`config.mk`:
```
export PLATFORM = sky130hd
export DESIGN_NAME = excess3_to_bcd_serial_flat
export DESIGN_NICKNAME = d
export VERILOG_FILES = /design/src/rtl/excess3_to_bcd_serial_if.sv /design/src/rtl/excess3_to_bcd_serial.sv /design/src/flat_wrapper.sv
export SDC_FILE = /design/constraint.sdc
export NUM_CORES = 1
export LEC_CHECK = 0
export CELL_PAD_IN_SITES_DETAIL_PLACEMENT = 1
export CELL_PAD_IN_SITES_GLOBAL_PLACEMENT = 1
export CORE_MARGIN = 2
export CORE_UTILIZATION = 42
export CTS_BUF_LIST = sky130_fd_sc_hd__clkbuf_2
export DETAILED_ROUTE_END_ITERATION = 8
export PLACE_DENSITY_LB_ADDON = 0.1
export SLEW_MARGIN = 30
export SYNTH_ARGS = -nofsm -noshare
export SYNTH_HDL_FRONTEND = slang
export SYNTH_SLANG_ARGS = --single-unit
```
`constraint.sdc`:
```
create_clock -name clk -period 3.1 [get_ports clk]
set_input_delay 0.62 -clock clk [delete_from_list [all_inputs] [get_ports clk]]
set_output_delay 0.62 -clock clk [all_outputs]
set_load 0.005 [all_outputs]
```
`src/rtl/excess3_to_bcd_serial_if.sv`:
```
// Purpose: valid/ready bundle carrying excess-3 words in and packed BCD results out.
// Latency: none, wires only.
// Backpressure: in_ready/out_ready carry the flow control; the bundle itself holds no state.
interface excess3_to_bcd_serial_if #(
  parameter int DIGITS = 4
);
  logic                  in_valid;
  logic                  in_ready;
  logic [4*DIGITS-1:0]   in_data;
  logic                  out_valid;
  logic                  out_ready;
  logic [4*DIGITS-1:0]   out_bcd;
  logic                  out_err;
  logic [DIGITS-1:0]     out_err_mask;

  // Environment side: supplies words, consumes results.
  modport master (
    output in_valid, in_data, out_ready,
    input  in_ready, out_valid, out_bcd, out_err, out_err_mask
  );

  // Decoder side.
  modport slave (
    input  in_valid, in_data, out_ready,
    output in_ready, out_valid, out_bcd, out_err, out_err_mask
  );
endinterface

```
`src/rtl/excess3_to_bcd_serial.sv`:
```
// Purpose: decode a packed excess-3 word to packed BCD, one digit per clock, LSD first, flagging bad codes.
// Latency: out_valid rises in the cycle after accept edge + DIGITS; at best one word per DIGITS+2 cycles.
// Backpressure: result held in DONE until out_ready; in_ready only in IDLE, so words never overlap.
module excess3_to_bcd_serial #(
  parameter int DIGITS = 4,
  parameter int CNT_W  = 4
) (
  input logic                    clk,
  input logic                    rst,
  excess3_to_bcd_serial_if.slave bus
);
  localparam int              W        = 4 * DIGITS;
  localparam logic [CNT_W-1:0] LAST_IDX = CNT_W'(DIGITS - 1);

  typedef enum logic [1:0] {
    IDLE = 2'd0,
    CONV = 2'd1,
    DONE = 2'd2
  } state_t;

  state_t state;
  state_t state_next;

  logic [W-1:0]      cap_word;
  logic [W-1:0]      work_bcd;
  logic [W-1:0]      work_bcd_next;
  logic [DIGITS-1:0] work_mask;
  logic [DIGITS-1:0] work_mask_next;
  logic [W-1:0]      res_bcd;
  logic [DIGITS-1:0] res_mask;
  logic [CNT_W-1:0]  idx;
  logic [3:0]        cur_code;
  logic [3:0]        cur_digit;
  logic              cur_bad;
  logic              accept;
  logic              last_digit;
  logic              release_out;

  assign accept      = (state == IDLE) && bus.in_valid;
  assign last_digit  = (idx == LAST_IDX);
  assign release_out = (state == DONE) && bus.out_ready;

  // State register; reset abandons any conversion in flight.
  always_ff @(posedge clk) begin
    if (rst) begin
      state <= IDLE;
    end else begin
      state <= state_next;
    end
  end

  // Next-state: one CONV cycle per digit, DONE waits for the downstream handshake.
  always_comb begin
    state_next = state;
    case (state)
      IDLE:    if (accept)      state_next = CONV;
      CONV:    if (last_digit)  state_next = DONE;
      DONE:    if (release_out) state_next = IDLE;
      default: state_next = IDLE;
    endcase
  end

  // Handshake outputs depend only on the state, so neither side sees a combinational path.
  always_comb begin
    bus.in_ready  = (state == IDLE);
    bus.out_valid = (state == DONE);
  end

  // Decode the digit under the index; out-of-range codes become 0 and raise their mask bit.
  always_comb begin
    cur_code       = cap_word[4*int'(idx) +: 4];
    cur_bad        = (cur_code < 4'd3) || (cur_code > 4'd12);
    cur_digit      = cur_bad ? 4'd0 : (cur_code - 4'd3);
    work_bcd_next  = work_bcd;
    work_mask_next = work_mask;
    work_bcd_next[4*int'(idx) +: 4] = cur_digit;
    work_mask_next[int'(idx)]       = cur_bad;
  end

  // Datapath: capture on accept, accumulate while converting, publish on the last digit.
  // The published result survives IDLE and is only replaced by the next completed word.
  always_ff @(posedge clk) begin
    if (rst) begin
      cap_word  <= '0;
      work_bcd  <= '0;
      work_mask <= '0;
      idx       <= '0;
      res_bcd   <= '0;
      res_mask  <= '0;
    end else if (accept) begin
      cap_word  <= bus.in_data;
      work_bcd  <= '0;
      work_mask <= '0;
      idx       <= '0;
    end else if (state == CONV) begin
      work_bcd  <= work_bcd_next;
      work_mask <= work_mask_next;
      if (last_digit) begin
        res_bcd  <= work_bcd_next;
        res_mask <= work_mask_next;
      end else begin
        idx <= idx + 1'b1;
      end
    end
  end

  assign bus.out_bcd      = res_bcd;
  assign bus.out_err_mask = res_mask;
  assign bus.out_err      = |res_mask;

endmodule
```
`src/flat_wrapper.sv`:
```
// flat-port wrapper written by rule: the top's interface ports become plain ports
module excess3_to_bcd_serial_flat 
#(
  parameter int DIGITS = 4,
  parameter int CNT_W  = 4
)
  (clk, rst, bus_in_valid, bus_in_data, bus_out_ready, bus_in_ready, bus_out_valid, bus_out_bcd, bus_out_err, bus_out_err_mask);
  excess3_to_bcd_serial_if #(.DIGITS(DIGITS)) bus_i ();
  input logic clk;
  input logic rst;
  input wire logic [$bits(bus_i.in_valid)-1:0] bus_in_valid;
  input wire logic [$bits(bus_i.in_data)-1:0] bus_in_data;
  input wire logic [$bits(bus_i.out_ready)-1:0] bus_out_ready;
  output wire logic [$bits(bus_i.in_ready)-1:0] bus_in_ready;
  output wire logic [$bits(bus_i.out_valid)-1:0] bus_out_valid;
  output wire logic [$bits(bus_i.out_bcd)-1:0] bus_out_bcd;
  output wire logic [$bits(bus_i.out_err)-1:0] bus_out_err;
  output wire logic [$bits(bus_i.out_err_mask)-1:0] bus_out_err_mask;
  assign bus_i.in_valid = bus_in_valid;
  assign bus_i.in_data = bus_in_data;
  assign bus_i.out_ready = bus_out_ready;
  assign bus_in_ready = bus_i.in_ready;
  assign bus_out_valid = bus_i.out_valid;
  assign bus_out_bcd = bus_i.out_bcd;
  assign bus_out_err = bus_i.out_err;
  assign bus_out_err_mask = bus_i.out_err_mask;
  excess3_to_bcd_serial #(.DIGITS(DIGITS), .CNT_W(CNT_W)) u_core (.clk(clk), .rst(rst), .bus(bus_i));
endmodule
```
==> results of run 1 <==
-- stage by stage --
stage / std cells / hold slack [ps] / setup slack (ps) / util, %
floorplan: 359 / 432 / 692 / -
global placement: 490 / 443 / 602 / 51.5
detailed placement: 490 / 450 / 470 / 51.5
CTS: 505 / 470 / 425 / 52.5
global route: 505 / 485 / 222 / 52.5
finish: 505 / 468 / 454 / 52.5
-- power groups by stage --
stage / clock (W) / sequential [W] / combinational [W]
6_report: 0.000380 / 0.000813 / 0.000239
3_3_place_gp: 0 / 0.000830 / 0.000232
2_1_floorplan: 0 / 0.000827 / 0.000164
4_1_cts: 0.000396 / 0.000814 / 0.000240
3_5_place_dp: 0 / 0.000830 / 0.000239
5_1_grt: 0.000430 / 0.000816 / 0.000265
-- critical path, stage by stage (launching register included) --
cell	delay, ps
dfxtp_1	430
mux4_2	550
nand2_2	220
ha_1	200
inv_1	80
a32oi_4	550
buf_4	300
nand3_1	90
a21oi_1	140
-- cell usage after synthesis, types with 5 or more instances --
cell type	count	area share [%]
dfxtp_1	61	41
a21oi_1	55	9.3
nand2_1	52	6.6
nand3_1	24	4.1
nor2_1	19	2.4
o21ai_0	18	3.0
clkbuf_1	14	1.8
nand4_1	13	2.8
inv_1	8	1.0
nor3_1	8	1.4
ha_1	7	3.0
buf_2	6	1.0
o21ai_1	5	0.85
-- cell type report --
class / count / area, sq um / area share [%]
Clock inverter: 4 / 16.3 / 0.456
Timing Repair Buffer: 59 / 548 / 15.4
Sequential cell: 61 / 1220 / 34.2
Tap cell: 96 / 120 / 3.37
Inverter: 9 / 33.8 / 0.947
Clock buffer: 11 / 55.1 / 1.54
Multi-Input combinational cell: 265 / 1570 / 44.1
-- layout by cell type (no fill, tap or decap), types with 2 or more instances in the layout --
master and count:
o21ai_1 5, o31ai_1 2, clkinv_1 4, a31oi_1 3, nand3_1 24, inv_1 8
clkdlybuf4s50_1 42, nor2b_1 2, a311o_1 2, ha_1 7, nor3b_1 2, a21oi_1 55
dfxtp_1 61, nand4_1 13, o211ai_1 2, o21a_1 4, o21ai_0 18, a211oi_1 2
buf_4 17, a21o_1 2, and2_1 2, xor2_1 2, mux4_2 3, nor3_2 2
xnor2_1 2, nand2_1 52, o22ai_1 4, nor2_1 19, nor3_1 8, clkbuf_2 11
and3_1 2, or3_1 3, nand2b_1 3
-- path summary, 6_finish.rpt --
path                       startpoint                  end  slack, ps  cells after the start
setup / recovery        u_core.idx[0]   u_core.work_bcd[9]        450                      8
hold / removal    u_core.work_bcd[13]  u_core.work_bcd[13]        470                      2
setup reg to reg        u_core.idx[0]   u_core.work_bcd[9]        450                      8
hold reg to reg   u_core.work_bcd[13]  u_core.work_bcd[13]        470                      2
-- per-layer routing --
metal | part of all wire (%) | track usage [%] | vias to the layer above
met5 | 0 | 0 | -
li1 | - | - | 1380
met4 | 1.1 | 7.13 | 0
met1 | 48 | 30.2 | 1344
met2 | 48 | 38.1 | 45
met3 | 2.8 | 5.66 | 9
-- flip-flops by register name, indices dropped and copies added (netlist names) --
signal                   cells
u_core.work_mask             3
u_core.bus.out_err_mask      4
u_core.idx                   4
u_core.bus.out_bcd          16
u_core.cap_word             16
u_core.state                 2
u_core.work_bcd             16
-- cells by family after synthesis --
logic type / count (synthesis)
adders and majority gates: 7
muxes: 5
buffers and inverters: 33
AOI/OAI and AO/OA: 110
xor gates and xnor gates: 5
and+or+nand+nor: 138
DFF: 61
==> out/results.txt, run 1 <==
Status = complete, no violations
DIE HEIGHT = 87.9 um
Initial Utilization = 43.5%
HPWL Detailed = 5.84 mm
Antenna Nets Post-Route = 0
Vias per std cell = 5.50
Hold Crit Class = reg -> reg
Sw power = 0.000439 W
Routed WL per cell = 16.2 um
Yosys cell types = 53
Ys async rst share = 0%
Pre-antenna DRT Iters = 4
Final WL = 8.19 mm
Total chip power = 0.00143 W
Placeable Area = 0.00679 sq mm
Relative slew slack = 53.3%
IO Port Bufs = 42
WP data required = 3520 ps
#FFs+latches synth = 61
Worst Setup End Kind = flip-flop
First-pass GRT wire length = 13.7 mm
Resized cells post-CTS = 0
Post-synth EDFFs = 0
Worst path arrival time = 3060 ps
WS Path Type = reg -> reg
Synth Instances = 359
Sequential Power Share = 56.8%
Combinational Power Share = 16.7%
Hold Vio Cnt, Final = 0
Dominant synthesized flop cell = dfxtp_1
Sum Neg Setup Slack = 0 ps
CTS tree = built
Setup Buffers After CTS = 0
Mux contribution to synthesized area = 3.17%
Clk buf depth = 2
Peak VDD IR = 0.194 mV
DRC = 0
Post-DP Area = 0.00350 sq mm
Vias in the first global route = 2776
Layout area overhead = 20.7%
First-iteration detailed-routing DRC count = 146
Mean Syn Cell Area = 8.24 sq um
H-tree levels = 3
Ant diodes = 0
IO Count = 43
Die area = 0.00773 sq mm
Synth Cell Area = 0.00296 sq mm
Simple-gate portion of the synthesized area = 22.5%
Clock sinks = 61
Final period util = 85.4%
Share of post-route cells with drive strength above 1 = 11.0%
Largest family of logic cells by synthesized area = compound AO/OA/AOI/OAI gates
# setup viols final = 0
Design area = 0.00357 sq mm
Fin nets = 432
F_max = 378 MHz
CTS Root Cell = clkbuf_2
Post-Synth XOR/XNOR Area = 1.74%
Clock Latency Late Sink = 500 ps
Synth Area in Adders = 2.96%
Crit Path Max Fanout = 22
Max-cap viol count = 0
Fillers = 855
Post-synthesis sequential area ratio = 41.3%
Int Pwr = 0.000993 W
Reg clk slew, reported paths = 160 ps
Initial antenna violation count = 0
Worst-Margin Slew = 698 ps
Yosys warns = 0
Vias = 2778
Pins over their slew limit = 0
Row count = 30
Pwr dens = 401 mW/mm^2
Synth Area in Compound Gates = 22.9%
Largest net degree at the start of global routing = 26
Clk pwr share = 26.5%
Die X-Extent = 87.9 um
Cts bufs inserted = 9
Routability cong. = 0.823
Leakage power = 1.28 nW
Hold buffers post-CTS = 0
Clk_skew = 23.1 ps
RSZ-0062 raised after global routing = false
Setup crit start kind = flip-flop
Syn nets = 386
Final worst path period need = 2650 ps
GRT Total Usage = 23.2%
Total gr overflow = 0
Sw frac = 30.7%
No activity file was read; power rests on OpenSTA's default activity.
==> run 2, diff against run 1 <==
--- a/config.mk
+++ b/config.mk
@@ -11,7 +11,7 @@
 export CORE_UTILIZATION = 42
 export CTS_BUF_LIST = sky130_fd_sc_hd__clkbuf_2
 export DETAILED_ROUTE_END_ITERATION = 8
-export PLACE_DENSITY_LB_ADDON = 0.1
+export PLACE_DENSITY = 0.82
 export SLEW_MARGIN = 30
 export SYNTH_ARGS = -nofsm -noshare
 export SYNTH_HDL_FRONTEND = slang
==> run 2 against run 1 <==
  * Clock skew rose by 5.0 ps
  * Hold slack worse by 3.1 ps
  * Core utilization barely moved
  * Fmax fell by 10%
  * Largest power group unchanged
==> out/results.txt, run 2 (same netlist as run 1, synthesis figures left out) <==
R2R depth = 8 (unchanged)
Cts bufs inserted = 9 (unchanged)
HPWL Detailed = 6.02 mm (+2.9%)
Critical R2R Capture = u_core.bus.out_err_mask[1]
GRT Total Usage = 23.4% (+0.25 points)
Worst Setup End Kind = flip-flop
Vias in the first global route = 2891 (+4.1%)
Fin nets = 430 (-0.46%)
DIE HEIGHT = 87.9 um (unchanged)
Reg clk slew, reported paths = 160 ps (about the same)
Die area = 0.00773 sq mm (unchanged)
Clk_skew = 28.1 ps (+5.02 ps)
WP data required = 3520 ps (about the same)
Sum Neg Setup Slack = 0 ps (unchanged)
RSZ-0062 raised after global routing = false
Hold Path End = u_core.cap_word[3]
Hold buffers post-CTS = 0 (unchanged)
Final hold slack = 464 ps (-3.09 ps)
DRC = 0 (unchanged)
# setup viols final = 0 (unchanged)
Clk buf depth = 2 (unchanged)
Worst-Margin Slew = 897 ps (+199 ps)
Routed WL per cell = 17.1 um (+5.6%)
Fillers = 859 (+0.47%)
F_max = 340 MHz (-10%)
Combinational Power Share = 16.9% (+0.2 points)
Initial Utilization = 43.5% (unchanged)
WS Path Type = reg -> reg
Final WL = 8.61 mm (+5.1%)
Peak VDD IR = 0.215 mV (+11%)
Final worst path period need = 2940 ps (+299 ps)
Max-cap viol count = 0 (unchanged)
Int Pwr = 0.000992 W (about the same)
Pwr dens = 404 mW/mm^2 (+0.59%)
Leakage power = 1.27 nW (-0.81%)
Clock Latency Late Sink = 500 ps (about the same)
IO Port Bufs = 42 (unchanged)
Placeable Area = 0.00679 sq mm (unchanged)
Min-delay src = u_core.cap_word[3]
Final period util = 95.0% (+9.6 points)
Hold Vio Cnt, Final = 0 (unchanged)
IO Count = 43 (unchanged)
Total gr overflow = 0 (unchanged)
CTS tree = built
Status = complete, no violations
Vias = 2851 (+2.6%)
Pins over their slew limit = 0 (unchanged)
Ant diodes = 0 (unchanged)
Hold Crit Class = reg -> reg
Reg2reg setup slack = 160 ps (-300 ps)
Sw frac = 31.1% (+0.43 points)
Clk pwr share = 26.4% (about the same)
Relative slew slack = 40.2% (-13 points)
First-iteration detailed-routing DRC count = 160 (+9.6%)
Setup crit start kind = flip-flop
Sequential Power Share = 56.6% (-0.2 points)
Largest net degree at the start of global routing = 32 (+23%)
Layout area overhead = 20.7% (about the same)
Pre-antenna DRT Iters = 4 (unchanged)
Clock sinks = 61 (unchanged)
CTS Root Cell = clkbuf_2
First-pass GRT wire length = 14.0 mm (+2.2%)
Critical R2R Launch = u_core.idx[0]
Most frequent cells in the layout = 61 x dfxtp_1, 55 x a21oi_1, 52 x nand2_1, 42 x clkdlybuf4s50_1, 24 x nand3_1
Sw power = 0.000448 W (+2.0%)
Worst path arrival time = 3370 ps (+310 ps)
Die X-Extent = 87.9 um (unchanged)
Initial antenna violation count = 0 (unchanged)
Crit Path Max Fanout = 16 (-27%)
Vias per std cell = 5.67 (+3.0%)
H-tree levels = 3 (unchanged)
Routability cong. = 0.826 (+0.36%)
Hold path depth = 2 (unchanged)
Share of post-route cells with drive strength above 1 = 10.8% (-0.19 points)
Row count = 30 (unchanged)
Antenna Nets Post-Route = 0 (unchanged)
Commonest non-fill, non-tap cell in the layout = dfxtp_1
## run 2: cell count changes in the layout (fill, tap and decap cells not counted), sizes merged
cell   delta
a32oi     +1
buf       -3
## run 2: what timing repair did
item / 4_1_cts / 5_1_grt
gates resized for setup: 0 / 1
endpoints found under the setup margin: 0 / 21
setup buffers: 0 / 0
## run 2: power by group through the flow
stage	clock, W	combinational (W)	sequential, W
2_1_floorplan	0	0.000164	0.000827
4_1_cts	0.000395	0.000236	0.000815
3_5_place_dp	0	0.000235	0.000832
5_1_grt	0.000435	0.000269	0.000819
3_3_place_gp	0	0.000227	0.000831
6_report	0.000380	0.000244	0.000815
## run 2: worst max-delay path by stage
stage / to / from / depth (start not counted)
after floorplan: u_core.bus.out_err_mask[1] / u_core.idx[0] / 9
after global placement: u_core.work_bcd[10] / u_core.idx[1] / 8
after detailed placement: u_core.work_bcd[1] / u_core.idx[1] / 9
after CTS: u_core.work_bcd[2] / u_core.idx[1] / 9
after global routing: u_core.bus.out_err_mask[1] / u_core.idx[0] / 8
final: u_core.bus.out_err_mask[1] / u_core.idx[0] / 8
## run 2: worst max-delay path, stage by stage, from the launching register on
cell and delay [ps]:
dfxtp_1 560, mux4_2 580, nand2_2 230, inv_1 70
ha_1 240, a221oi_2 360, a32oi_4 240, a311o_1 420
a21oi_1 160
## run 2: metrics by stage
stage	setup slack (ps)	total power (W)	area (sq um)	cells	utilization [%]
5_1_grt	27.0	0.00152	3570	503	52.5
4_1_cts	206	0.00145	3550	502	52.2
3_3_place_gp	357	0.00106	3470	487	51.1
6_report	155	0.00144	3570	503	52.5
3_5_place_dp	272	0.00107	3470	487	51.1
2_1_floorplan	692	0.000991	2960	359	-
## run 2: layer usage
metal | vias to the layer above | global-route usage [%] | part of all wire [%]
met4 | 0 | 4.90 | 1.2
met3 | 13 | 6.88 | 3.4
met2 | 45 | 41.8 | 51
met5 | - | 0 | 0
met1 | 1410 | 28.0 | 45
li1 | 1383 | - | -
## run 2: cell type report
type / instances / area [sq um] / area share [%]
Inverter: 9 / 33.8 / 0.947
Timing Repair Buffer: 56 / 526 / 14.7
Clock buffer: 11 / 55.1 / 1.54
Sequential cell: 61 / 1220 / 34.2
Multi-Input combinational cell: 266 / 1600 / 44.7
Tap cell: 96 / 120 / 3.37
Clock inverter: 4 / 16.3 / 0.456
